## src/rtl/seg_scan_driver_if.sv

```systemverilog
// Segment scan bus: display-side inputs, shifter handshake and scan status.
// Latency: n/a (signal bundle only).
// Backpressure: the shifter holds off the driver through busy.
//
// master: the scan driver (drives data_out/start/status, reads codes/busy)
// slave : the environment (formatter + shift-register serialiser)
interface seg_scan_driver_if #(
    parameter int NUM_DIGITS = 8,
    parameter int SEG_W      = 8
);
    localparam int CW = $clog2(NUM_DIGITS);

    logic                        en;
    logic [NUM_DIGITS*SEG_W-1:0] seg_bus;
    logic [NUM_DIGITS-1:0]       blank_mask;
    logic                        busy;
    logic [SEG_W+NUM_DIGITS-1:0] data_out;
    logic                        start;
    logic [CW-1:0]               cur_digit;
    logic                        frame_done;
    logic                        ack_err;

    modport master (
        input  en, seg_bus, blank_mask, busy,
        output data_out, start, cur_digit, frame_done, ack_err
    );

    modport slave (
        output en, seg_bus, blank_mask, busy,
        input  data_out, start, cur_digit, frame_done, ack_err
    );
endinterface

```

## src/rtl/seg_scan_driver.sv

```systemverilog
// Multi-digit 7-segment scan driver feeding a serial shift-register chain.
// Latency: start rises 2 cycles after leaving IDLE/DWELL when busy is low.
// Backpressure: start is withheld while busy=1; each word is held until busy falls.
//
// Ports: i_clk, i_rst (sync, active-high), bus (seg_scan_driver_if.master):
//   en, seg_bus, blank_mask, busy in; data_out {seg,dig}, start, cur_digit,
//   frame_done, ack_err (sticky) out.
module seg_scan_driver #(
    parameter int NUM_DIGITS     = 8,
    parameter int SEG_W          = 8,
    parameter int DWELL_CYCLES   = 2000,
    parameter bit SEG_ACTIVE_LOW = 1'b1,
    parameter bit DIG_ACTIVE_LOW = 1'b1,
    parameter int ACK_TIMEOUT    = 15
) (
    input  logic                i_clk,
    input  logic                i_rst,
    seg_scan_driver_if.master   bus
);
    localparam int CW  = $clog2(NUM_DIGITS);
    localparam int DW  = SEG_W + NUM_DIGITS;
    localparam int CTW = $clog2(DWELL_CYCLES + 1);
    localparam int TOW = $clog2(ACK_TIMEOUT + 1);

    localparam logic [SEG_W-1:0]      SEG_OFF    = SEG_ACTIVE_LOW ? {SEG_W{1'b1}} : {SEG_W{1'b0}};
    localparam logic [NUM_DIGITS-1:0] DIG_OFF    = DIG_ACTIVE_LOW ? {NUM_DIGITS{1'b1}} : {NUM_DIGITS{1'b0}};
    localparam logic [DW-1:0]         OFF_WORD   = {SEG_OFF, DIG_OFF};
    localparam logic [CW-1:0]         LAST_DIG   = CW'(NUM_DIGITS - 1);
    localparam logic [CTW-1:0]        DWELL_LAST = CTW'(DWELL_CYCLES - 1);
    localparam logic [TOW-1:0]        TO_LAST    = TOW'(ACK_TIMEOUT - 1);

    typedef enum logic [2:0] {
        S_IDLE, S_LOAD, S_SEND, S_WAIT_ACK, S_WAIT_DONE, S_DWELL, S_BLANK
    } state_t;

    state_t                      r_state;
    logic [DW-1:0]               r_data;
    logic                        r_start;
    logic [CW-1:0]               r_cur;
    logic                        r_fd;
    logic                        r_ack_err;
    logic [CTW-1:0]              r_dwell;
    logic [TOW-1:0]              r_to;
    logic                        r_exit;   // set during the single blanking pass
    logic [NUM_DIGITS*SEG_W-1:0] r_snap_seg;
    logic [NUM_DIGITS-1:0]       r_snap_blank;

    logic [DW-1:0]               w_load_word;

    // XOR with the inactive pattern flips an active-high code into the
    // output polarity; the digit select is a one-hot flipped the same way.
    function automatic logic [DW-1:0] f_word(
        input logic [NUM_DIGITS*SEG_W-1:0] codes,
        input logic [NUM_DIGITS-1:0]       blank,
        input logic [CW-1:0]               idx
    );
        logic [SEG_W-1:0]      seg;
        logic [NUM_DIGITS-1:0] dig;
        seg = blank[idx] ? SEG_OFF : (codes[idx*SEG_W +: SEG_W] ^ SEG_OFF);
        dig = DIG_OFF ^ ({{(NUM_DIGITS-1){1'b0}}, 1'b1} << idx);
        return {seg, dig};
    endfunction

    // Digit 0 builds from the live bus in the same cycle it is snapshotted,
    // so the whole frame comes from one consistent capture.
    assign w_load_word = (r_cur == '0) ? f_word(bus.seg_bus, bus.blank_mask, r_cur)
                                       : f_word(r_snap_seg, r_snap_blank, r_cur);

    always_ff @(posedge i_clk) begin
        if (i_rst) begin
            r_state      <= S_IDLE;
            r_data       <= OFF_WORD;
            r_start      <= 1'b0;
            r_cur        <= '0;
            r_fd         <= 1'b0;
            r_ack_err    <= 1'b0;
            r_dwell      <= '0;
            r_to         <= '0;
            r_exit       <= 1'b0;
            r_snap_seg   <= '0;
            r_snap_blank <= '0;
        end else begin
            r_start <= 1'b0;
            r_fd    <= 1'b0;
            case (r_state)
                S_IDLE: begin
                    r_exit <= 1'b0;
                    if (bus.en) r_state <= S_LOAD;
                end
                S_LOAD: begin
                    if (r_cur == '0) begin
                        r_snap_seg   <= bus.seg_bus;
                        r_snap_blank <= bus.blank_mask;
                    end
                    r_data  <= w_load_word;
                    r_state <= S_SEND;
                end
                S_SEND: begin
                    if (!bus.busy) begin
                        r_start <= 1'b1;
                        r_to    <= '0;
                        r_state <= S_WAIT_ACK;
                    end
                end
                S_WAIT_ACK: begin
                    if (bus.busy) begin
                        r_state <= S_WAIT_DONE;
                    end else if (r_to == TO_LAST) begin
                        // Shifter never acknowledged: flag it and move on as
                        // if the transfer had completed.
                        r_ack_err <= 1'b1;
                        r_dwell   <= '0;
                        r_state   <= r_exit ? S_IDLE : S_DWELL;
                    end else begin
                        r_to <= r_to + 1'b1;
                    end
                end
                S_WAIT_DONE: begin
                    if (!bus.busy) begin
                        r_dwell <= '0;
                        r_state <= r_exit ? S_IDLE : S_DWELL;
                    end
                end
                S_DWELL: begin
                    if (r_dwell == DWELL_LAST) begin
                        if (r_cur == LAST_DIG) begin
                            r_cur <= '0;
                            r_fd  <= 1'b1;
                        end else begin
                            r_cur <= r_cur + 1'b1;
                        end
                        r_state <= bus.en ? S_LOAD : S_BLANK;
                    end else begin
                        r_dwell <= r_dwell + 1'b1;
                    end
                end
                S_BLANK: begin
                    r_data  <= OFF_WORD;
                    r_cur   <= '0;
                    r_exit  <= 1'b1;
                    r_state <= S_SEND;
                end
                default: r_state <= S_IDLE;
            endcase
        end
    end

    assign bus.data_out   = r_data;
    assign bus.start      = r_start;
    assign bus.cur_digit  = r_cur;
    assign bus.frame_done = r_fd;
    assign bus.ack_err    = r_ack_err;
endmodule

```

## src/flat_wrapper.sv

```systemverilog
// flat-port wrapper written by rule: the top's interface ports become plain ports
module seg_scan_driver_flat 
#(
    parameter int NUM_DIGITS     = 8,
    parameter int SEG_W          = 8,
    parameter int DWELL_CYCLES   = 2000,
    parameter bit SEG_ACTIVE_LOW = 1'b1,
    parameter bit DIG_ACTIVE_LOW = 1'b1,
    parameter int ACK_TIMEOUT    = 15
)
  (i_clk, i_rst, bus_en, bus_seg_bus, bus_blank_mask, bus_busy, bus_data_out, bus_start, bus_cur_digit, bus_frame_done, bus_ack_err);
  seg_scan_driver_if #(.NUM_DIGITS(NUM_DIGITS), .SEG_W(SEG_W)) bus_i ();
  input  logic i_clk;
  input  logic i_rst;
  input wire logic [$bits(bus_i.en)-1:0] bus_en;
  input wire logic [$bits(bus_i.seg_bus)-1:0] bus_seg_bus;
  input wire logic [$bits(bus_i.blank_mask)-1:0] bus_blank_mask;
  input wire logic [$bits(bus_i.busy)-1:0] bus_busy;
  output wire logic [$bits(bus_i.data_out)-1:0] bus_data_out;
  output wire logic [$bits(bus_i.start)-1:0] bus_start;
  output wire logic [$bits(bus_i.cur_digit)-1:0] bus_cur_digit;
  output wire logic [$bits(bus_i.frame_done)-1:0] bus_frame_done;
  output wire logic [$bits(bus_i.ack_err)-1:0] bus_ack_err;
  assign bus_i.en = bus_en;
  assign bus_i.seg_bus = bus_seg_bus;
  assign bus_i.blank_mask = bus_blank_mask;
  assign bus_i.busy = bus_busy;
  assign bus_data_out = bus_i.data_out;
  assign bus_start = bus_i.start;
  assign bus_cur_digit = bus_i.cur_digit;
  assign bus_frame_done = bus_i.frame_done;
  assign bus_ack_err = bus_i.ack_err;
  seg_scan_driver #(.NUM_DIGITS(NUM_DIGITS), .SEG_W(SEG_W), .DWELL_CYCLES(DWELL_CYCLES), .SEG_ACTIVE_LOW(SEG_ACTIVE_LOW), .DIG_ACTIVE_LOW(DIG_ACTIVE_LOW), .ACK_TIMEOUT(ACK_TIMEOUT)) u_core (.i_clk(i_clk), .i_rst(i_rst), .bus(bus_i));
endmodule
```

## config.mk

```make
export PLATFORM = sky130hd
export DESIGN_NAME = seg_scan_driver_flat
export DESIGN_NICKNAME = d
export VERILOG_FILES = /design/src/rtl/seg_scan_driver_if.sv /design/src/rtl/seg_scan_driver.sv /design/src/flat_wrapper.sv
export SDC_FILE = /design/constraint.sdc
export NUM_CORES = 1
export LEC_CHECK = 0
export CAP_MARGIN = 20
export CORE_MARGIN = 2
export CORE_UTILIZATION = 57
export CTS_CLUSTER_SIZE = 10
export DETAILED_ROUTE_END_ITERATION = 16
export PLACE_DENSITY = 0.86
export SLEW_MARGIN = 20
export SYNTH_ARGS = -nofsm -noshare
export SYNTH_HDL_FRONTEND = slang
export SYNTH_SLANG_ARGS = --single-unit
```

## constraint.sdc

```tcl
create_clock -name i_clk -period 4.8 [get_ports i_clk]
set_input_delay 0.96 -clock i_clk [delete_from_list [all_inputs] [get_ports i_clk]]
set_output_delay 0.96 -clock i_clk [all_outputs]
set_load 0.01 [all_outputs]
```

==> results.md <==
- Run status: finished clean
- Root Driver: clkbuf_8
- Sw frac: 0.273
- Clk_lat worst skew: 0.52 ns
- Dominant synthesized flop cell: dfxtp_1
- Psw: 722 uW
- Worst-path clk slew: 0.06 ns
- First-pass GRT wire length: 23600 um
- Final hold slack: roughly 0.45 ns
- Core box area: between 9000 and 10000 sq um
- Pwr dens: 383 nW/um^2
- Final-report hold violation count: 0
- Combinational share of power: 0.132
- Max-Cap Viols: 0
- TritonRoute pass-1 iters: 6
- Met2 WL: 6990 um
- Row count: 35
- Slew HR: 0.410
- Num ports: between 90 and 100
- Final Core Density: 0.751
- Pre-CTS setup slack: around 1.7 ns
- Via density: a little over 6
- Largest net degree at the start of global routing: 67
- 1st-iter DRT viols: approximately 430
- Syn nets: roughly 730
- Diodes inserted: 0
- Port bufs: 97
- WP data arrival: 1.94 ns
- Worst path required time: 3.84 ns
- Chip Width: 101 um
- CTS Buffer Depth: 2
- Setup TNS: 0 ns
- Cells after DPL: 811
- Post-synth ARST share: 0
- Leak: 2.37 nW
- Clock power frac: 0.470
- CP peak stage delay: 0.65 ns
- DR vias: 5175
- Clock Skew: 0.00662 ns
- Sequential share of the synthesized area: 0.419
- Vias in the first global route: 4957
- GP Congestion: just under 0.9
- Post-Syn Instances: roughly 640
- DIE AREA: 10300 sq um
- H-tree Lvls: 4
- R2r setup slk: 2.16 ns
- Worst slew pin tran: 0.883 ns
- Final WS setup: 1.90 ns
- Crit start category: flop
- Wire per inst: 17.5 um
- DR top layer: met4
- WS Path Type: reg -> out
- Hold_buf cts: 0
- Total gr overflow: 0
- Yosys warns: 0
- Reg power frac: 0.398
- Cell Chain, Critical Path: buf_4 -> clkdlybuf4s50_1
- CP top delay family: buffers and inverters
- #FFs+latches synth: around 110
- Slowest stage cell, crit path: clkdlybuf4s50_1
- Non-Filler Instances: 844
- Post-CTS sizing: 0
- Fmax: between 300 and 400 MHz
- Synth unique cells: 60
- Metal3 WL: 1110 um
- Maximum fanout along the worst path: 33
- Fraction of layout cells with a size suffix above 1: 0.0969
- Initial antenna violation count: 0
- Min Tclk post-route: 2.90 ns
- Final worst path period share: 0.604
- Post-DRT Antenna Nets: 0
- EDFF count, synth: 0
- Clock Sinks: 113
- Nets@finish: 805
- Fin. max-slew vios: 0
- Worst Hold Class: reg -> reg
- Post-CTS setup buffers: 0
- Metal-1 WL: 6180 um
- Detailed-route wire length: 14800 um
- Crit end category: output pin
- Detailed placement HPWL: 9510 um
- CTS tree: done
- Total track usage: 0.291
- Mean Syn Cell Area: between 8 and 9 sq um
- RSZ-0062 raised after global routing: no
- Area Overhead vs Synth: 28.1%
- Die Span Y: 101 um
- IR drop worst, VDD: between 0.2 and 0.25 mV
- Initial core utilization: 0.586
- Total CTS buffers: 17
- Internal power: 1.92 mW
- CP bufs+invs: 2
- Final setup viols: 0
- # DRC: 0
- Synthesized area: 5390 sq um
==> state kept, by name (all words and copies together), names as in the netlist <==
name                   count
u_core.r_state             3
u_core.r_to                4
u_core.r_snap_seg         64
u_core.bus.frame_done      1
u_core.bus.cur_digit       3
u_core.r_snap_blank        8
u_core.r_exit              1
u_core.bus.data_out       16
u_core.bus.start           1
u_core.bus.ack_err         1
u_core.r_dwell            11
==> path summary, 6_finish.rpt <==
path              cells past startpoint                    start                    end
setup / recovery                      2  u_core.bus.cur_digit[0]       bus_cur_digit[0]
hold / removal                        2    u_core.r_snap_seg[47]  u_core.r_snap_seg[47]
setup reg to reg                      6        u_core.r_state[0]  u_core.r_snap_seg[46]
hold reg to reg                       2    u_core.r_snap_seg[47]  u_core.r_snap_seg[47]
==> metrics by stage <==
stage / instance area, sq um / total power [mW]
after global routing: 6910 / 2.73
after global placement: 6300 / 1.39
after floorplan: 5390 / 1.27
after CTS: 6890 / 2.64
final: 6910 / 2.64
after detailed placement: 6300 / 1.40
==> worst reg2reg max path: cells and delay by family (launching register included) <==
kind,cells,cell delay (ns)
AO/OA/AOI/OAI,1,0.08
buffers and inverters,2,0.75
flip-flops,1,0.72
AND/OR/NAND/NOR,3,0.94
==> synthesized netlist by cell type, types with 2 or more instances <==
cell type	n	area (sq um)
nand3_1	15	75.1
a41oi_1	3	26.3
a211o_1	2	17.5
o22ai_1	7	43.8
mux4_2	16	360
o31ai_1	7	52.6
o211ai_1	3	22.5
nand3b_1	3	22.5
a21oi_1	97	485
o21ai_0	5	25.0
buf_1	3	11.3
a22oi_1	14	105
o221ai_1	7	61.3
and3_1	2	12.5
or3_1	10	62.6
clkbuf_1	23	86.3
inv_1	15	56.3
nor2_1	11	41.3
a221oi_1	2	17.5
clkinv_1	7	26.3
nand4_1	3	18.8
ha_1	9	113
mux2i_1	3	30.0
buf_4	2	15.0
nor3b_1	3	22.5
buf_6	9	101
a211oi_1	2	15.0
nor2b_1	6	37.5
dfxtp_1	113	2260
a32oi_1	3	26.3
buf_2	8	40.0
inv_2	2	7.51
or4_1	6	45.0
nand2b_1	7	43.8
and4_1	2	17.5
o21ai_1	16	80.1
nor3_1	5	25.0
nand2_1	168	631
==> cells by family after synthesis <==
logic type,share of synthesized area
mux,0.0724
buf+inv,0.0638
simple gates,0.226
flops,0.419
compound gates,0.198
fa+ha+maj,0.0209
==> cell type report <==
type | instances | area [sq um]
fill | 643 | 2290
tap | 111 | 139
timing repair buffer | 105 | 1030
inverter | 24 | 90.1
clock buffer | 17 | 414
sequential | 113 | 2260
multi-input combinational | 459 | 2790
clock inverter | 15 | 175
==> placed cells by master (no fill, tap or decap), drive strengths merged, types with 3 or more instances in the layout <==
cell,synthesis,routed
a211oi,4,4
a21oi,97,97
a22oi,14,14
a32oi,3,3
a41oi,3,3
buf,22,9
clkbuf,23,17
clkdlybuf4s50,0,96
clkinv,7,14
dfxtp,113,113
ha,9,9
inv,17,23
mux2i,3,3
mux4,16,16
nand2,168,168
nand2b,7,7
nand3,15,15
nand3b,3,3
nand4,3,3
nor2,11,11
nor2b,6,6
nor3,7,7
nor3b,3,3
o211ai,3,3
o21ai,21,21
o221ai,7,7
o22ai,7,7
o31ai,7,7
or3,10,10
or4,6,6
==> routing by layer <==
metal	track usage	up-vias
li1	-	2426
met1	0.376	2420
met2	0.474	281
met3	0.0600	48
met4	0.131	0
met5	0	-
==> power by group through the flow <==
| stage | combinational (mW) | sequential, mW | clock, mW |
|---|---|---|---|
| 2_1_floorplan | 0.217 | 1.06 | 0 |
| 3_3_place_gp | 0.324 | 1.07 | 0 |
| 3_5_place_dp | 0.335 | 1.07 | 0 |
| 4_1_cts | 0.341 | 1.05 | 1.25 |
| 5_1_grt | 0.380 | 1.06 | 1.29 |
| 6_report | 0.348 | 1.05 | 1.24 |
No activity file was read; power rests on OpenSTA's default activity.
